## src/rtl/imem_loader_pkg.sv

```systemverilog
// Shared types and constants for the instruction-memory program loader.
// Optional trailing-checksum feature is enabled by defining IMEM_LOADER_CHECKSUM_EN.
package imem_loader_pkg;

    localparam int unsigned BYTE_W    = 8;
    localparam int unsigned INSTR_W   = 16;
    localparam int unsigned ADDR_STEP = 2;

    typedef enum logic [2:0] {
        IDLE = 3'd0,
        HI   = 3'd1,
        LO   = 3'd2,
        WR   = 3'd3,
        CHK  = 3'd4,
        DONE = 3'd5
    } state_t;

    // Number of instructions that fit between the base address and the end of memory.
    function automatic int unsigned capacity_words(input int unsigned depth,
                                                   input int unsigned base);
        return (depth > base) ? (depth - base) / ADDR_STEP : 0;
    endfunction

endpackage

```

## src/rtl/loader_csum.sv

```systemverilog
// 8-bit running-sum accumulator for the loader's trailing checksum byte.
// Used only when IMEM_LOADER_CHECKSUM_EN is defined.
module loader_csum
    import imem_loader_pkg::*;
(
    input  logic              clk,
    input  logic              rst,
    input  logic              clr_i,
    input  logic              add_en_i,
    input  logic [BYTE_W-1:0] byte_i,
    output logic              zero_c
);

    logic [BYTE_W-1:0] sum_q;

    always_ff @(posedge clk) begin
        if (rst || clr_i) begin
            sum_q <= '0;
        end else if (add_en_i) begin
            sum_q <= BYTE_W'(sum_q + byte_i);
        end
    end

    // True when the byte currently presented would bring the running sum to zero.
    assign zero_c = (BYTE_W'(sum_q + byte_i) == '0);

endmodule

```

## src/rtl/imem_loader.sv

```systemverilog
// Byte-serial program loader: packs high/low byte pairs into 16-bit instructions and writes
// them to consecutive even addresses. Define IMEM_LOADER_CHECKSUM_EN for a trailing checksum byte.
module imem_loader
    import imem_loader_pkg::*;
#(
    parameter int unsigned MEM_DEPTH = 16,
    parameter int unsigned BASE_ADDR = 0,
    parameter int unsigned ADDR_W    = 16
) (
    input  logic               clk,
    input  logic               rst,
    input  logic               start,
    input  logic [ADDR_W-1:0]  num_words,
    input  logic [BYTE_W-1:0]  in_data,
    input  logic               in_valid,
    output logic               in_ready,
    output logic               mem_we,
    output logic [ADDR_W-1:0]  mem_addr,
    output logic [INSTR_W-1:0] mem_wdata,
    output logic               busy,
    output logic               cpu_hold,
    output logic               done,
    output logic               err
);

    localparam int unsigned       CAP  = capacity_words(MEM_DEPTH, BASE_ADDR);
    localparam logic [ADDR_W-1:0] BASE = ADDR_W'(BASE_ADDR);
    localparam logic [ADDR_W-1:0] STEP = ADDR_W'(ADDR_STEP);

    state_t              state_q, state_d;
    logic [ADDR_W-1:0]   addr_q, addr_d;
    logic [ADDR_W-1:0]   rem_q, rem_d;
    logic [ADDR_W-1:0]   idx_q, idx_d;
    logic [BYTE_W-1:0]   hi_q, hi_d;
    logic                in_ready_q, in_ready_d;
    logic                mem_we_q, mem_we_d;
    logic [ADDR_W-1:0]   mem_addr_q, mem_addr_d;
    logic [INSTR_W-1:0]  mem_wdata_q, mem_wdata_d;
    logic                busy_q, busy_d;
    logic                done_q, done_d;
    logic                err_q, err_d;
    logic                hs_c;

    assign hs_c = in_valid && in_ready_q;

`ifdef IMEM_LOADER_CHECKSUM_EN
    logic csum_clr_c;
    logic csum_add_c;
    logic csum_zero_c;

    assign csum_clr_c = (state_q == IDLE) && start && !done_q;
    assign csum_add_c = hs_c && ((state_q == HI) || (state_q == LO));

    loader_csum u_csum (
        .clk      (clk),
        .rst      (rst),
        .clr_i    (csum_clr_c),
        .add_en_i (csum_add_c),
        .byte_i   (in_data),
        .zero_c   (csum_zero_c)
    );
`endif

    // Next-state and next-output logic; every output is registered from these values.
    always_comb begin
        state_d     = state_q;
        addr_d      = addr_q;
        rem_d       = rem_q;
        idx_d       = idx_q;
        hi_d        = hi_q;
        in_ready_d  = 1'b0;
        mem_we_d    = 1'b0;
        mem_addr_d  = mem_addr_q;
        mem_wdata_d = mem_wdata_q;
        busy_d      = busy_q;
        done_d      = 1'b0;
        err_d       = err_q;

        case (state_q)
            IDLE: begin
                // The done cycle is spent in IDLE; a start coinciding with it is dropped.
                if (start && !done_q) begin
                    rem_d  = num_words;
                    addr_d = BASE;
                    idx_d  = '0;
                    err_d  = 1'b0;
                    busy_d = 1'b1;
                    if (num_words == '0) begin
                        state_d = DONE;
                    end else begin
                        state_d    = HI;
                        in_ready_d = 1'b1;
                    end
                end
            end
            HI: begin
                in_ready_d = 1'b1;
                if (hs_c) begin
                    hi_d    = in_data;
                    state_d = LO;
                end
            end
            LO: begin
                in_ready_d = 1'b1;
                if (hs_c) begin
                    in_ready_d = 1'b0;
                    state_d    = WR;
                    if (32'(idx_q) < CAP) begin
                        mem_we_d    = 1'b1;
                        mem_addr_d  = addr_q;
                        mem_wdata_d = {hi_q, in_data};
                    end else begin
                        err_d = 1'b1;
                    end
                end
            end
            WR: begin
                addr_d = addr_q + STEP;
                rem_d  = rem_q - ADDR_W'(1);
                idx_d  = idx_q + ADDR_W'(1);
                if (rem_d != '0) begin
                    state_d    = HI;
                    in_ready_d = 1'b1;
                end else begin
`ifdef IMEM_LOADER_CHECKSUM_EN
                    state_d    = CHK;
                    in_ready_d = 1'b1;
`else
                    state_d    = DONE;
`endif
                end
            end
`ifdef IMEM_LOADER_CHECKSUM_EN
            CHK: begin
                in_ready_d = 1'b1;
                if (hs_c) begin
                    in_ready_d = 1'b0;
                    state_d    = DONE;
                    if (!csum_zero_c) begin
                        err_d = 1'b1;
                    end
                end
            end
`endif
            DONE: begin
                state_d = IDLE;
                done_d  = 1'b1;
                busy_d  = 1'b0;
            end
            default: begin
                state_d = IDLE;
            end
        endcase
    end

    always_ff @(posedge clk) begin
        if (rst) begin
            state_q     <= IDLE;
            addr_q      <= BASE;
            rem_q       <= '0;
            idx_q       <= '0;
            hi_q        <= '0;
            in_ready_q  <= 1'b0;
            mem_we_q    <= 1'b0;
            mem_addr_q  <= '0;
            mem_wdata_q <= '0;
            busy_q      <= 1'b0;
            done_q      <= 1'b0;
            err_q       <= 1'b0;
        end else begin
            state_q     <= state_d;
            addr_q      <= addr_d;
            rem_q       <= rem_d;
            idx_q       <= idx_d;
            hi_q        <= hi_d;
            in_ready_q  <= in_ready_d;
            mem_we_q    <= mem_we_d;
            mem_addr_q  <= mem_addr_d;
            mem_wdata_q <= mem_wdata_d;
            busy_q      <= busy_d;
            done_q      <= done_d;
            err_q       <= err_d;
        end
    end

    assign in_ready  = in_ready_q;
    assign mem_we    = mem_we_q;
    assign mem_addr  = mem_addr_q;
    assign mem_wdata = mem_wdata_q;
    assign busy      = busy_q;
    assign cpu_hold  = busy_q;
    assign done      = done_q;
    assign err       = err_q;

endmodule

```

## config.mk

```make
export PLATFORM = sky130hd
export DESIGN_NAME = imem_loader
export DESIGN_NICKNAME = d
export VERILOG_FILES = /design/src/rtl/imem_loader_pkg.sv /design/src/rtl/loader_csum.sv /design/src/rtl/imem_loader.sv
export SDC_FILE = /design/constraint.sdc
export NUM_CORES = 1
export LEC_CHECK = 0
export ABC_AREA = 1
export CORE_MARGIN = 8
export CORE_UTILIZATION = 30
export DETAILED_ROUTE_END_ITERATION = 12
export GPL_TIMING_DRIVEN = 0
export MAX_ROUTING_LAYER = met4
export PLACE_DENSITY = 0.53
export SKIP_LAST_GASP = 1
export SLEW_MARGIN = 10
export SYNTH_ARGS = -nofsm -noshare
export SYNTH_HDL_FRONTEND = slang
export SYNTH_HIERARCHICAL = 1
export SYNTH_SLANG_ARGS = --single-unit
```

## constraint.sdc

```tcl
create_clock -name clk -period 2.66 [get_ports clk]
set_clock_uncertainty 0.2 [all_clocks]
set_input_delay 0.266 -clock clk [delete_from_list [all_inputs] [get_ports clk]]
set_output_delay 0.266 -clock clk [all_outputs]
set_load 0.02 [all_outputs]
```

# [After elaboration in Yosys (flattened, before gate mapping)]
# Cells that the tools add are included.
[totals] input_bits=28 regBits=96 elab_cells=66 output_inout_bits=38
[classes] n_bitwise=2 addsub=3 reduce_logical=16 n_eq_ne=8 order_cmp=1 n_mux=24
[ops] op="$pmux W16 S2" n=3
[ops] op="$mux W16" n=2
[ops] op="$add A16 B1 Y16 const B" n=1
[ops] op="$add A16 B2 Y16 const B" n=1
[ops] op="$logic_not A16 Y1" n=1
[ops] op="$lt A16 B4 Y1 const B" n=1
[ops] op="$reduce_bool A16 Y1" n=1
[ops] op="$sub A16 B1 Y16 const B" n=1
[ops] op="$mux W3" n=5
[ops] op="$pmux W3 S4" n=1
[ops] op="$mux W1" n=10
[ops] op="$ne A2 B2 Y1 const B" n=4
[ops] op="$eq A3 B2 Y1 const B" n=2
[ops] op="$reduce_and A2 Y1" n=3
[ops] op="$reduce_and A3 Y1" n=2
[ops] op="$reduce_bool A2 Y1" n=3
[ops] op="$pmux W1 S2" n=2
[ops] op="$pmux W1 S4" n=1
[ops] op="$reduce_and A4 Y1" n=1
[ops] op="$eq A3 B1 Y1 const B" n=1
[ops] op="$eq A3 B3 Y1 const B" n=1
[ops] op="$logic_not A3 Y1" n=1
[ops] op="$reduce_or A3 Y1" n=1
[ops] op="$logic_and A1 B1 Y1" n=2
[ops] op="other kinds (2)" n=3

# [Logic depth before layout (Yosys ltp)]
[logic_depth] ltp_word=4 depth_mapped=14 mapped_depth_nobuf=14

# [Worst setup path before layout]
# Ideal clock, no wire load.
[synth_path] path_type="flip-flop to flip-flop" startpoint="reg rem_q[0]" endpoint="reg state_q[2]" path_slack_ns=0.803 setup_ns=0.065 t_arrival_ns=1.592 required_time_ns=2.395 path_stages_with_launch=15 path_buffers=0 synth_period_minus_slack_ns=1.857 cell_sequence="dfxtp_1 > inv_1 > ha_1 > nand3_2 > nor2_1 > nand2_1 > nand2_1 > nand2_1 > inv_1 > nand3_1 > nor2_1 > nand3_1 > nand2_1 > nand2_1 > nor2_1"
[synth_between] elab_chain_len=4
[synth_rtl] element="start, declared" line="imem_loader.sv:32" text="logic [ADDR_W-1:0] rem_q, rem_d;"
[synth_rtl] element="start signal, assigned" line="imem_loader.sv:173" text="rem_q <= rem_d;"
[synth_rtl] element="$sub A16 B1 Y16" line="imem_loader.sv:119" text="rem_d = rem_q - ADDR_W'(1);"
[synth_rtl] element="$reduce_bool A16 Y1" line="imem_loader.sv:121" text="if (rem_d != '0) begin"
[synth_rtl] element="$mux W3" line="imem_loader.sv:121"
[synth_rtl] element="$pmux W3 S4" line="imem_loader.sv:79" text="case (state_q)"
[synth_rtl] element="end signal, assigned" line="imem_loader.sv:171" text="state_q <= state_d;"
[synth_rtl] element="end, declared" line="imem_loader.sv:30" text="state_t state_q, state_d;"
# No other way between the ends.
# A chain may end at the register's enable or synchronous reset.

# [Worst setup path in the final report]
# Ends and elaborated chain as after synthesis.

==> key figures <==
Finish
  – Syn-to-layout area delta: 26.4%
  – Layout Utilization: 38.3%
  – Post-Layout Inst Area: 5500 sq um
  – Share of cells above drive strength 1: 5.78%
  – Ant diodes: 0
  – Final cell count without fillers: slightly below 900
  – Fillers: 1,500
  – Nets: between 700 and 800

Pwr
  – Max VDD drop: 288 uV
  – Pwr per Cell Area: 845 nW/um^2
  – Leakage: 0.00206 uW

STA
  – Hold Violations, Final: 0
  – Pins Over Slew Limit: 0
  – Period utilization: between 80% and 90%
  – Hold Slack: 0.278 ns
  – Final setup violation count: 0
  – Final min period: about 2.2 ns
  – Fmax: 452 MHz
  – RSZ-0062 raised after global routing: no
  – Setup TNS: 0 ns
  – Slew @ Worst Pin: 0.670 ns
  – Slew Limit Headroom: 55.3%

Worst setup path
  – R2r startpoint: rem_q[0]
  – Cells on worst reg2reg path: 12
  – Worst-path fanout max: 6
  – Reg2Reg Setup Slack: 0.45 ns
  – Worst EP required: around 2.7 ns
  – Crit Path Class: reg -> reg
  – CP arrival: 2.30 ns
  – Critical path startpoint category: flop
  – R2r endpoint: state_q[2]
  – Critical path endpoint category: flop

Logic synthesis
  – Synth Net Count: ~640
  – Post-Syn Area: roughly 4400 sq um
  – Share of the synthesized area in the top cell type: 43.2%
  – Top post-synthesis cells by area: dfxtp_1 (43%), nand2_1 (9.7%), o21ai_0 (7.0%)
  – Synth Flop Type: dfxtp_1
  – Number of synthesized flops with an enable pin: 0
  – Syn avg cell area: between 7 and 8 sq um
  – Register area share after synthesis: between 40 and 50%
  – Gate Count Post-Synth: 612
  – Synth area leader: dfxtp_1
  – Distinct cells, synth: 39
  – Syn. warnings: 6
  – Synthesized flop and latch total: 94
  – Ys async rst share: 0%

Clock network
  – CTS resizes: 0
  – CTS H-tree lvls: 3
  – CTS Hold Bufs: 0
  – Clock-pin slew on the worst setup and hold paths: roughly 0.07 ns
  – CTS Root Cell: clkbuf_16
  – Clk_lat worst skew: 0.35 ns
  – CTS Sinks: 94
  – TritonCTS Buffers: 9
  – CTS tree: built
  – Setup bufs post-CTS: 0
  – CTS Buffer Depth: 2

Floorplanning
  – Die H: about 140 microns
  – Row cnt: 44
  – Die X-Extent: 136 microns
  – Die footprint: 18,600 sq um
  – Core Region: between 10,000 and 15,000 sq um
  – Starting Density: 30.3%
  – I/O pin count: between 60 and 70

GRT
  – Initial antenna violation count: 0
  – Maximum number of pins on one net before global-route repair: 16
  – Tot GR Track Use: 16.2%
  – Vias in the first global route: 4,522
  – Grt ovf: 0
  – First-pass GRT wire length: between 20 and 25 mm

Place
  – Area post-placement: between 5000 and 6000 sq um
  – Final HPWL DP: 10.3 mm
  – I/O Buffers: 64
  – Cells after DPL: 860
  – RePlAce Congestion: between 0.9 and 1

Routing
  – DR vias/cell: 5.03
  – DRT iter0 DRCs: 305
  – Vias: 4,402
  – WL/cell: 16.0 microns
  – DR DRC count: 0
  – Total Wirelength: 14.0 mm
  – Pre-Repair DR Iteration Count: 4
  – Post-route ant nets: 0

Run status
  – Status: finished clean

Run
  – Max-Cap Viols: 0

Min path
  – Hold endpoint: addr_q[14]
  – Worst Hold Class: reg -> reg
  – Min-delay src: addr_q[14]
  – Hold depth: 2
[how the worst max path moves through the flow]
stage,cells past startpoint,slack (ns),endpoint,startpoint
2_1_floorplan,14,0.80,state_q[2],rem_q[0]
3_3_place_gp,8,0.22,rem_q[11],start
3_5_place_dp,8,0.28,rem_q[11],start
4_1_cts,6,0.41,rem_q[8],state_q[2]
5_1_grt,14,0.16,state_q[2],rem_q[0]
6_report,12,0.45,state_q[2],rem_q[0]
[per-stage QoR]
step	total power (uW)	setup slack, ns
4_1_cts	4660	0.410
6_report	4650	0.446
3_5_place_dp	3410	0.276
2_1_floorplan	2830	0.803
3_3_place_gp	3410	0.222
5_1_grt	4950	0.158
[metal layers]
layer / GRT usage, % / part of all wire (%) / up-vias
li1: - / - / 2222
met1: 19.9 / 47 / 2052
met2: 25.9 / 45 / 116
met3: 4.51 / 6.3 / 12
met4: 4.03 / 1.1 / 0
met5: - / 0 / -
[registers in the layout, summed over array words and instances (netlist names)]
| name | cells |
|---|---|
| mem_we | 1 |
| idx_q | 16 |
| addr_q | 15 |
| busy | 1 |
| state_q | 3 |
| done | 1 |
| hi_q | 8 |
| in_ready | 1 |
| rem_q | 16 |
| mem_addr | 15 |
| err | 1 |
| mem_wdata | 16 |
[power by group]
part | total, uW | internal (uW) | switching (uW) | leakage [uW]
clock network | 1240 | 666 | 575 | 0.000134
registers | 1700 | 1570 | 136 | 0.000762
logic | 1700 | 562 | 1140 | 0.00116
total | 4650 | 2790 | 1850 | 0.00206
[kinds of logic after synthesis]
group | after synthesis | share of synthesized area [%]
other cells | 1 | 0.0861
buf+inv | 95 | 8.80
xor+xnor | 1 | 0.201
fa+ha+maj | 4 | 1.15
simple gates | 261 | 26.2
compound gates | 156 | 20.4
flops | 94 | 43.2
[cell type report]
class	count	area (sq um)	area share, %
plain buffers	27	128	2.32
clock buffers	12	246	4.48
clock inverters	4	30.0	0.546
inverters	68	255	4.64
multi-input cells	423	2090	38.0
flip-flops and latches	94	1880	34.2
well taps	184	230	4.19
repair buffers	64	641	11.6
[critical path, cell delays in order (launching register included)]
cell and delay, ns:
dfxtp_1 0.31, inv_1 0.14, ha_1 0.23, nand3_2 0.14, nor2_1 0.35, nand3_1 0.15, nand2_1 0.11, nand3_1 0.09
nor2_1 0.14, nand3_1 0.09, nand2_1 0.07, nand2_1 0.04, nor2_1 0.08
[cell usage in the layout (no fill, tap or decap), drive strengths merged, types with 2 or more instances in the layout]
| cell type | instances |
|---|---|
| o211ai | 2 |
| clkinv | 3 |
| nor3 | 28 |
| nand2 | 115 |
| a221oi | 10 |
| dfxtp | 94 |
| nand4 | 7 |
| o221ai | 2 |
| a21oi | 58 |
| o31ai | 3 |
| o21ai | 61 |
| o22ai | 3 |
| a31oi | 5 |
| clkbuf | 26 |
| nor2 | 71 |
| a211oi | 7 |
| buf | 13 |
| nor4 | 9 |
| clkdlybuf4s50 | 64 |
| ha | 4 |
| inv | 68 |
| nand3 | 28 |
[Yosys cell counts, types with 3 or more instances]
cell and number:
nand2_1 112, dfxtp_1 94, nor2_1 69, inv_1 63, o21ai_0 61, a21oi_1 58, nor3_1 28, nand3_1 26
clkbuf_1 14, a221oi_1 10, buf_2 9, nor4_1 8, a211oi_1 7, nand4_1 6, a31oi_1 5, buf_4 4
ha_1 4, inv_2 3, o22ai_1 3, o31ai_1 3
Note: power is estimated with default switching activity, not from simulation.
